[src/rtl/itrx_aib_phy_pkg.sv]
// Shared types and defaults for the AIB PHY I/O transmit sequencer.
package itrx_aib_phy_pkg;

    // Pad mode encodings as seen on mode_req / mode_cur.
    typedef enum logic [1:0] {
        ModeHiz    = 2'd0,
        ModeWeakPu = 2'd1,
        ModeWeakPd = 2'd2,
        ModeDrive  = 2'd3
    } pad_mode_e;

    typedef enum logic [1:0] {
        StPorHold = 2'd0,
        StStable  = 2'd1,
        StBreak   = 2'd2,
        StMake    = 2'd3
    } tx_seq_state_e;

    localparam int unsigned SettleCycDefault  = 4;
    localparam int unsigned SyncStagesDefault = 2;

    typedef struct packed {
        logic tx_en_buf;
        logic weakp1;
        logic weakp0;
    } pad_ctl_t;

    // At most one of the three pad enables is ever set for a given mode.
    function automatic pad_ctl_t mode_decode(input pad_mode_e mode);
        pad_ctl_t ctl;
        ctl = '0;
        unique case (mode)
            ModeWeakPu: ctl.weakp1    = 1'b1;
            ModeWeakPd: ctl.weakp0    = 1'b1;
            ModeDrive:  ctl.tx_en_buf = 1'b1;
            default:    ctl           = '0;
        endcase
        return ctl;
    endfunction

endpackage

[src/rtl/itrx_aib_phy_sync.sv]
// Multi-flop synchronizer with a selectable synchronous reset value.
module itrx_aib_phy_sync #(
    parameter int unsigned STAGES = 2
) (
    input  logic clk,
    input  logic rst,
    input  logic rst_val,
    input  logic d,
    output logic q
);

    logic [STAGES-1:0] sync_q;

    // Shift the asynchronous input through STAGES flops.
    always_ff @(posedge clk) begin
        if (rst) begin
            sync_q <= {STAGES{rst_val}};
        end else begin
            sync_q <= {sync_q[STAGES-2:0], d};
        end
    end

    assign q = sync_q[STAGES-1];

endmodule

[src/rtl/itrx_aib_phy_io_tx_seq.sv]
// Break-before-make pad mode sequencer for the AIB PHY transmit I/O.
module itrx_aib_phy_io_tx_seq
    import itrx_aib_phy_pkg::*;
#(
    parameter int unsigned SETTLE_CYC  = SettleCycDefault,
    parameter int unsigned SYNC_STAGES = SyncStagesDefault
) (
    input  logic       clk,
    input  logic       rst,
    input  logic       por_vcc_io,
    input  logic [1:0] mode_req,
    input  logic [1:0] str_req,
    input  logic       req_vld,
    output logic       req_rdy,
    input  logic       tx_dat,
    output logic       tx_en_buf,
    output logic       txdat_mux,
    output logic       weakp1,
    output logic       weakp0,
    output logic [1:0] ipdrv,
    output logic [1:0] indrv,
    output logic [1:0] mode_cur,
    output logic       done
);

    localparam logic [3:0] CntLoad = 4'(SETTLE_CYC - 1);

    logic          por_s;
    logic          accept;
    logic          same_req;
    tx_seq_state_e state_q, state_d;
    logic [3:0]    cnt_q, cnt_d;
    pad_mode_e     mode_q, mode_d;
    pad_mode_e     lat_mode_q, lat_mode_d;
    logic [1:0]    str_q, str_d;
    logic          done_q, done_d;
    logic          txdat_q;
    pad_ctl_t      ctl;

    // Reset to 1 so the pad stays in POR_HOLD until the I/O supply is seen good.
    itrx_aib_phy_sync #(
        .STAGES (SYNC_STAGES)
    ) u_por_sync (
        .clk     (clk),
        .rst     (rst),
        .rst_val (1'b1),
        .d       (por_vcc_io),
        .q       (por_s)
    );

    assign req_rdy  = (state_q == StStable) && !por_s;
    assign accept   = req_vld && req_rdy;
    assign same_req = (mode_req == mode_q) && (str_req == str_q);

    // State, counter and latched-request registers.
    always_ff @(posedge clk) begin
        if (rst) begin
            state_q    <= StPorHold;
            cnt_q      <= '0;
            mode_q     <= ModeWeakPd;
            lat_mode_q <= ModeHiz;
            str_q      <= '0;
            done_q     <= 1'b0;
            txdat_q    <= 1'b0;
        end else begin
            state_q    <= state_d;
            cnt_q      <= cnt_d;
            mode_q     <= mode_d;
            lat_mode_q <= lat_mode_d;
            str_q      <= str_d;
            done_q     <= done_d;
            txdat_q    <= tx_dat;
        end
    end

    // Next-state: POR overrides everything and drops any in-flight request silently.
    always_comb begin
        state_d    = state_q;
        cnt_d      = cnt_q;
        mode_d     = mode_q;
        lat_mode_d = lat_mode_q;
        str_d      = str_q;
        done_d     = 1'b0;
        if (por_s) begin
            state_d = StPorHold;
            cnt_d   = '0;
        end else begin
            unique case (state_q)
                StPorHold: begin
                    state_d    = StStable;
                    mode_d     = ModeWeakPd;
                    lat_mode_d = ModeWeakPd;
                    str_d      = '0;
                end
                StStable: begin
                    if (accept) begin
                        if (same_req) begin
                            done_d = 1'b1;
                        end else begin
                            state_d    = StBreak;
                            lat_mode_d = pad_mode_e'(mode_req);
                            str_d      = str_req;
                            cnt_d      = CntLoad;
                        end
                    end
                end
                StBreak: begin
                    if (cnt_q == '0) begin
                        state_d = StMake;
                        mode_d  = lat_mode_q;
                    end else begin
                        cnt_d = cnt_q - 4'd1;
                    end
                end
                StMake: begin
                    state_d = StStable;
                    done_d  = 1'b1;
                end
                default: state_d = StPorHold;
            endcase
        end
    end

    // Pad output decode from the registered state and applied mode.
    always_comb begin
        ctl       = '0;
        txdat_mux = 1'b0;
        ipdrv     = str_q;
        indrv     = str_q;
        mode_cur  = mode_q;
        unique case (state_q)
            StPorHold: begin
                ctl.weakp0 = 1'b1;
                ipdrv      = '0;
                indrv      = '0;
                mode_cur   = ModeWeakPd;
            end
            StBreak: begin
                mode_cur = ModeHiz;
            end
            StStable, StMake: begin
                ctl       = mode_decode(mode_q);
                txdat_mux = (mode_q == ModeDrive) && txdat_q;
            end
            default: ctl = '0;
        endcase
    end

    assign tx_en_buf = ctl.tx_en_buf;
    assign weakp1    = ctl.weakp1;
    assign weakp0    = ctl.weakp0;
    assign done      = done_q;

endmodule

[config.mk]
export PLATFORM = sky130hd
export DESIGN_NAME = itrx_aib_phy_io_tx_seq
export DESIGN_NICKNAME = d
export VERILOG_FILES = /design/src/rtl/itrx_aib_phy_pkg.sv /design/src/rtl/itrx_aib_phy_sync.sv /design/src/rtl/itrx_aib_phy_io_tx_seq.sv
export SDC_FILE = /design/constraint.sdc
export NUM_CORES = 1
export LEC_CHECK = 0
export CAP_MARGIN = 10
export CORE_UTILIZATION = 49
export DETAILED_ROUTE_END_ITERATION = 7
export PLACE_DENSITY = 0.83
export SYNTH_ARGS = -nofsm -noshare
export SYNTH_HDL_FRONTEND = slang
export SYNTH_SLANG_ARGS = --single-unit
export TNS_END_PERCENT = 5
[constraint.sdc]
create_clock -name clk -period 1.75 [get_ports clk]
set_input_delay 0.175 -clock clk [delete_from_list [all_inputs] [get_ports clk]]
set_output_delay 0.175 -clock clk [all_outputs]
set_load 0.05 [all_outputs]
==> impl_metrics.yaml <==
routing:
  wl_um: 2487
  ant_nets: 0
  detail_route.vias_per_cell: 5.909
  dr.pass1.iters: 4
  via_count: 975
  drcViolationCount: 0
  routedWlPerCell_um: 15.07
  drt-initial-drc-count: 46
timing:
  relSlewSlack_pct: 67.31
  fmax_mhz: 563.2
  hold_viol: 0
  slew_viol_final: 0
  worst_pin_slew_ns: 0.4888
  fin_ws_ns: -0.02552
  skew_ns: 0.001222
  final-setup-viol-count: 1
  grt_setup_unrepaired: "true"
  setup_tns_ns: -0.02552
  finalCritPeriodShare_pct: 101.5
  period_needed_ns: 1.776
yosys:
  async_flop_share_pct: 0
  yosys_warnings: 0
  seq_area_frac_synth_pct: 33.60
  synth_seq_cells: 16
  synth_xor_area_share_pct: 3.675
  syn_avg_cell_area_um2: 8.589
  synthDistinctLibCells: 38
  syn-num-nets: 126
  synth_edf_count: 0
  syn_area_um2: 953.4
  synth-compound-area-share_pct: 22.31
  yosys_most_used_dff: "dfxtp_1"
  synth_top_family_by_area: "compound AO/OA/AOI/OAI gates"
  synth-adder-area-share_pct: 7.874
  synth_top_area_share_pct: 33.60
  synth.largest_area_cell: "dfxtp_1"
  synthMuxAreaShare_pct: 3.281
  postSynthCellCount: 111
  synth-simple-area-share_pct: 20.08
  yosys-top-cells-area: "dfxtp_1, ha_1, a21oi_1"
global_route:
  grt_overflow_total: 0
  top_usage_layer: "met2"
  antenna_found_initial: 0
  grt_max_degree: 11
  met2_usage_pct: 44.23
  grt_util_all_layers_pct: 24.47
  grt_use_met3_pct: 2.353
  grt_pass1_wl_um: 3712
  grt_pass1_vias: 857
  grtUsageMet1_pct: 29.16
floorplanning:
  die_y_um: 46.11
  ios: 21
  start_util_pct: 53.47
  fp.dieArea_um2: 2126
  rows: 15
  core_area_um2: 1783
  die_w_um: 46.11
worst_setup_path:
  reg2reg_setup_slack_ns: -0.03
  path_max_fanout: 4
  critPathKind: "reg2reg"
  crit_path_start_kind: "register"
  worstPathRequired_ns: 1.91
  worstPathArrival_ns: 1.94
  end_kind: "register"
  reg2reg_from: "str_q[1]"
  regToRegEndpoint: "cnt_q[0]"
  reg2reg_depth: 5
power:
  ir_drop_mv: 0.4690
  leakagePower_nw: 0.5411
  p_per_area_nw_per_um2: 506.3
cts:
  numCtsBuffers: 3
  cts-root-buf: "clkbuf_4"
  path_clk_slew_ns: 0.09
  clock-sinks: 16
  cts_max_path_buffers: 2
  cts_tree: "done"
  cts.htree.levels: 1
  clk_latency_ns: 0.29
final_layout:
  area_delta_synth_final_pct: 44.23
  fill_cells: 129
  layout_common_cells: "dfxtp_1, buf_4, clkdlybuf4s50_1, buf_12, a21oi_1"
  multi_input_area_um2: 566.8
  antenna_cells: 0
  layout.nets: 156
  final_layout_size_suffix_gt1_share_pct: 32.14
  regArea_um2: 320.3
min_path:
  holdPathStages: 1
  min-delay-start: "u_por_sync.sync_q[0]"
  hold_class: "reg2reg"
  min_to: "u_por_sync.sync_q[1]"
place:
  place_ws_ns: -0.2061
  hpwl_um: 1911
  port_buffers: 20
  routabilityCongestion: 0.9165
status:
  outcome: "finished with violations"
  failed_checks: "setup timing"
flow_run:
  cap_violations: 0
==> timing repair <==
item	CTS	global route
pin swaps	0	0
hold buffers	0	0
gates cloned	0	0
endpoints found under the setup margin	2	12
buffers inserted	0	0
gates resized for setup	2	7
==> logic make-up after synthesis <==
logic type                 Yosys count
and+or+nand+nor                     36
muxes                                3
buffers and inverters               17
adders and majority gates            6
AOI/OAI and AO/OA                   29
xor gates and xnor gates             4
DFF                                 16
==> worst max-delay path: stages (launching register included) <==
cell	delay [ns]
dfxtp_1	0.36
xor2_1	0.20
buf_4	0.15
o41a_1	0.49
o21ai_0	0.31
a211oi_1	0.15
==> per-layer routing <==
| layer | wire length [um] | vias up |
|---|---|---|
| met4 | 19 | 0 |
| met2 | 1294 | 62 |
| met3 | 181 | 4 |
| met1 | 992 | 459 |
| met5 | 0 | - |
| li1 | - | 450 |
==> flip-flops by register name (all words and copies together) (netlist names) <==
name,count
cnt_q,4
lat_mode_q,2
mode_q,2
state_q,2
str_q,2
u_por_sync.sync_q,2
done,1
txdat_q,1
==> power breakdown <==
part / internal [W] / total (W) / leakage (nW) / switching [W]
Combinational: 0.0000416 / 0.0000791 / 0.390 / 0.0000375
Sequential: 0.000369 / 0.000372 / 0.130 / 0.00000238
Clock: 0.000127 / 0.000245 / 0.0210 / 0.000119
Total: 0.000538 / 0.000696 / 0.541 / 0.000159
==> stage by stage <==
step                hold WS (ns)  area (um^2)  power (W)  instances  util, %
global placement          0.4017         1321  0.0004537        161    74.11
CTS                       0.4362         1360  0.0007004        165    76.28
global route              0.4354         1375  0.0007261        165    77.12
detailed placement        0.4015         1321  0.0004565        161    74.11
floorplan                 0.2788        957.2  0.0004137        111        -
finish                    0.4355         1375  0.0006962        165    77.12
==> synthesized netlist by cell type (all sizes together), types with 2 or more instances <==
master	instances
inv	8
a32o	2
nor2b	3
nand3	6
xor2	4
nand2	5
nor3	2
mux2i	2
and2	3
a21oi	8
dfxtp	16
nor2	8
o21ai	3
nor4	2
buf	6
a211oi	4
o211ai	2
clkbuf	3
ha	6
or2	3
==> worst max-delay path by stage <==
stage,slack (ns),cells past startpoint,end,startpoint
2_1_floorplan,-0.22,4,ipdrv[0],state_q[0]
3_3_place_gp,-0.13,6,cnt_q[0],str_req[1]
3_5_place_dp,-0.21,6,cnt_q[0],str_req[1]
4_1_cts,-0.04,6,txdat_mux,state_q[0]
5_1_grt,-0.08,6,txdat_mux,state_q[0]
6_report,-0.03,5,cnt_q[0],str_q[1]
==> final cells by class <==
class	instances	area share (%)
Clock buffer	4	2.639
Sequential cell	16	23.29
Tap cell	25	2.275
Multi-Input combinational cell	78	41.22
Inverter	8	2.184
Timing Repair Buffer	34	28.39
Note: power is estimated with default switching activity, not from simulation.
